===== config.mk =====
export PLATFORM = sky130hd
export DESIGN_NAME = mips_fetch
export DESIGN_NICKNAME = d
export VERILOG_FILES = /design/src/rtl/mips_fetch.sv
export SDC_FILE = /design/constraint.sdc
export NUM_CORES = 1
export LEC_CHECK = 0
export ABC_AREA = 0
export CELL_PAD_IN_SITES_DETAIL_PLACEMENT = 0
export CELL_PAD_IN_SITES_GLOBAL_PLACEMENT = 2
export CORE_ASPECT_RATIO = 0.5
export CORE_MARGIN = 3
export CORE_UTILIZATION = 25
export DETAILED_ROUTE_END_ITERATION = 16
export PLACE_DENSITY = 0.79
export SLEW_MARGIN = 0
export SYNTH_ARGS = -nofsm -noshare
export SYNTH_HDL_FRONTEND = slang
export SYNTH_SLANG_ARGS = --single-unit

===== constraint.sdc =====
create_clock -name clock -period 4.45 [get_ports clock]
set_input_delay 1.335 -clock clock [delete_from_list [all_inputs] [get_ports clock]]
set_output_delay 1.335 -clock clock [all_outputs]
set_load 0.03 [all_outputs]

===== src/rtl/mips_fetch.sv =====
// Instruction-fetch / next-PC stage. Holds the PC, fetches one word over a
// req/ack handshake, presents it to decode until retired, then advances the
// PC by the retiring instruction's control type. Stops on exception or on
// a misaligned next PC; only reset leaves the halted state.
module mips_fetch #(
  parameter logic [31:0] RESET_PC = 32'h0040_0000
) (
  input  logic        clock,
  input  logic        reset,
  output logic        imem_req,
  output logic [31:0] imem_addr,
  input  logic        imem_ack,
  input  logic [31:0] imem_rdata,
  output logic [31:0] inst,
  output logic        inst_valid,
  input  logic        inst_ready,
  input  logic [1:0]  control_type,
  input  logic        except,
  input  logic [31:0] rs_data,
  output logic [31:0] pc,
  output logic [31:0] pc_plus4,
  output logic        halted,
  output logic        misalign,
  output logic [31:0] retired_cnt
);

  typedef enum logic [1:0] {FETCH, HOLD, HALT} state_t;

  state_t      state;
  logic [31:0] br_off;
  logic [31:0] next_pc;

  assign imem_addr = pc;
  assign pc_plus4  = pc + 32'd4;

  // Next-PC selection for the instruction currently held in inst
  always_comb begin
    br_off  = {{14{inst[15]}}, inst[15:0], 2'b00};
    next_pc = pc_plus4;
    case (control_type)
      2'b00: next_pc = pc_plus4;
      2'b01: next_pc = pc_plus4 + br_off;
      2'b10: next_pc = {pc_plus4[31:28], inst[25:0], 2'b00};
      2'b11: next_pc = rs_data;
      default: next_pc = pc_plus4;
    endcase
  end

  // Fetch/hold/halt sequencing with all stage outputs registered
  always_ff @(posedge clock or negedge reset) begin
    if (!reset) begin
      state       <= FETCH;
      pc          <= RESET_PC;
      inst        <= '0;
      inst_valid  <= 1'b0;
      imem_req    <= 1'b0;
      halted      <= 1'b0;
      misalign    <= 1'b0;
      retired_cnt <= '0;
    end else begin
      case (state)
        FETCH: begin
          // Request rises one cycle after reset release; an ack seen while
          // the request is still low belongs to an aborted fetch.
          if (!imem_req) begin
            imem_req <= 1'b1;
          end else if (imem_ack) begin
            inst       <= imem_rdata;
            inst_valid <= 1'b1;
            imem_req   <= 1'b0;
            state      <= HOLD;
          end
        end
        HOLD: begin
          if (inst_ready) begin
            retired_cnt <= retired_cnt + 32'd1;
            inst_valid  <= 1'b0;
            if (except) begin
              halted <= 1'b1;
              state  <= HALT;
            end else if (next_pc[1:0] != 2'b00) begin
              pc       <= next_pc;
              misalign <= 1'b1;
              halted   <= 1'b1;
              state    <= HALT;
            end else begin
              pc       <= next_pc;
              imem_req <= 1'b1;
              state    <= FETCH;
            end
          end
        end
        HALT: begin
          inst_valid <= 1'b0;
          imem_req   <= 1'b0;
          halted     <= 1'b1;
        end
        default: begin
          inst_valid <= 1'b0;
          imem_req   <= 1'b0;
          halted     <= 1'b1;
          state      <= HALT;
        end
      endcase
    end
  end

endmodule


==> out/results.ini <==
[synthesis]
ys_types=66
synth_nets=882
syn_inst=774
synth-edff-count=0
ys_seq_elements=102
synth-seq-area-share_pct=34.8
synthArstFlopShare_pct=100
yosys-top-cells-area=dfrtp_1, xnor2_1, ha_1
syn_avg_cell_area_um2=9.49
yosysMostFrequentCell=dfrtp_1
yosys.area.top_type_share_pct=34.4
synth.largest_area_cell=dfrtp_1
yosys_most_used_dff=dfrtp_1
yosys_warnings=0
yosys-top-cells-count=dfrtp_1, nand2_1, a21oi_1, xnor2_1, nor2_1
mappedNetlistArea_um2=7350

[critical_path]
rrSetupSlack_ns=0.40
critical_path_class=register to output pin
reg2reg_depth=14
cp.required_ns=3.12
startpoint_type=register
cp-end-kind=output pin
worst-path-max-fanout=9
cp.arrival_ns=2.88

[route]
route.vias.total=6662
via_per_inst=4.89
postRouteAntennaNets=0
wl_mm=27.3
wl_per_cell_um=20.0
drcViolationCount=0
drtPass1Iterations=5
drt-initial-drc-count=468

[floorplanning]
fp.dieW_um=248
rows=43
die_y_um=127
initial_core_util_pct=26.0
core_area_um2=28300
die_area_um2=31600
pin_count=235

[cts]
cts_setup_buffers=0
cts_buffer_depth=2
ctsHoldBuffers=0
clkSlewWorstSetupHoldPaths_ns=0.08
cts_made_buffers=9
cts_max_level=3
clock_sinks=102
cts-root-buf=clkbuf_16
worstSkewPairLatency_ns=0.38
cts_tree=built

[power_and_ir_drop]
switching_share_pct=49.7
p_clk_share_pct=11.9
sequentialPowerShare_pct=22.2
p_comb_share_pct=65.9
p_int_mw=3.69
p_switching_mw=3.65
vdd_ir_drop_max_mv=0.238
leakagePower_nw=4.44
p_per_area_nw_per_um2=714

[global_routing]
grt_usage_pct=17.1
grt.overflow.total=0
antenna_found_initial=0
grt_start_max_net_pins=56
grt_pass1_vias=6707
grt_pass1_wl_mm=41.8

[cells_and_area]
fin_nets=1082
drive_above_1_share_pct=10.9
utilization_pct=36.4
syn_to_final_growth_pct=40.0

[placed_design]
dp_hpwl_mm=21.4
io_buffers=234
gp_congestion=0.883

[timing]
setup_viol=0
hold_viol=0
rsz0062_at_grt=no
relSlewSlack_pct=56.5
fin_crit_ns=4.21
tightest_slew_ns=0.644
timing.setup.tns_ns=0
max_freq_mhz=237
fin_worst_skew_ns=0.0106
slew_viol_final=0
period_share_pct=94.7

[worst_hold_path]
hold_class=register to register
hold_depth=1

[run_status]
status=complete, no violations

[flow_run]
cap_viol_max_count=0

worst paths after layout:
path / from / to
max in group asynchronous: reset / imem_addr[22]
worst min register to register: misalign / misalign
worst min-delay path: misalign / misalign
worst max register to register: imem_addr[4] / imem_addr[24]
min in group asynchronous: reset / retired_cnt[14]
worst max-delay path: imem_addr[9] / pc_plus4[19]
metrics by stage:
step	power [mW]	instances	instance area [um^2]	hold slack, ns	worst slack [ns]
final	7.35	1361	10300	0.459	0.236
after global routing	7.79	1360	10300	0.471	0.0244
after CTS	7.39	1360	10300	0.463	0.0199
after detailed placement	6.48	1345	9960	0.444	0.345
after global placement	6.46	1345	9960	0.442	0.385
after floorplan	4.71	774	7350	0.576	0.385
power groups by stage:
stage	Sequential, mW	Clock, mW	Combinational, mW
after floorplan	2.08	0	2.63
after CTS	1.63	0.907	4.85
after global routing	1.69	0.940	5.16
after detailed placement	1.65	0	4.83
final	1.63	0.872	4.84
after global placement	1.64	0	4.82
worst max-delay path, cell delays in order, from the launching register on:
cell             delay (ns)
dfrtp_1                0.50
and4_1                 0.33
nand4_1                0.22
nor3_4                 0.28
nand3_1                0.16
xnor2_2                0.28
clkdlybuf4s50_1        0.73
placed cells by master (no fill, tap or decap), types with 3 or more instances in the layout:
cell               n
nand3b_1           4
inv_1             14
o21ai_1            4
o31ai_1            5
and2_1             8
ha_1              36
mux2_2            39
xnor2_1           57
o221ai_1           3
nand4_1           16
a21o_1            15
nor2_1            38
a31oi_1            5
dlygate4sd2_1      6
o21ai_0           22
o211ai_1           3
dlymetal6s2s_1     6
and4_1             7
nor3_1             4
buf_4             15
o21bai_1           4
nand2_1           80
nor2b_1            3
clkbuf_16          9
clkdlybuf4s50_1  220
xor2_1            20
o21a_1             4
nand2b_1           9
o41ai_1            3
mux4_2            13
o22ai_1           11
nand3_1           37
a211oi_1           6
and3_1            23
or2_2              6
dfrtp_1          101
mux2i_1           15
a21oi_1           60
state kept, by name, indices dropped and copies added (netlist names):
name         count
halted           1
imem_addr       32
imem_req         1
inst            32
inst_valid       1
misalign         1
retired_cnt     32
state            2
layout make-up:
type / instances / area [um^2]
clock buffer: 9 / 225
multi-input combinational: 597 / 4410
inverter: 14 / 52.6
antenna: 1 / 2.50
fill: 2914 / 18000
sequential: 102 / 2550
timing repair buffer: 250 / 2490
clock inverter: 6 / 78.8
tap: 382 / 478
cells by family after synthesis:
| kind of cell | synth area share (%) |
|---|---|
| AO/OA/AOI/OAI | 14.7 |
| XOR/XNOR | 9.30 |
| multiplexers | 12.4 |
| flip-flops | 34.8 |
| buffers and inverters | 5.60 |
| adder cells (fa/ha/maj) | 6.40 |
| AND/OR/NAND/NOR | 16.9 |
timing repair:
| item | 4_1_cts | 5_1_grt |
|---|---|---|
| resized for setup | 7 | 8 |
| pin swaps | 0 | 0 |
| endpoints found under the setup margin | 9 | 7 |
| endpoints found under the hold margin | 0 | 0 |
per-layer routing:
metal,vias to the layer above,part of all wire (%),global-route usage [%]
met5,-,0,0
met4,0,0.95,3.01
met2,147,50,29.5
met3,16,4.6,3.40
li1,3197,-,-
met1,3302,44,22.7
No activity file was read; power rests on OpenSTA's default activity.
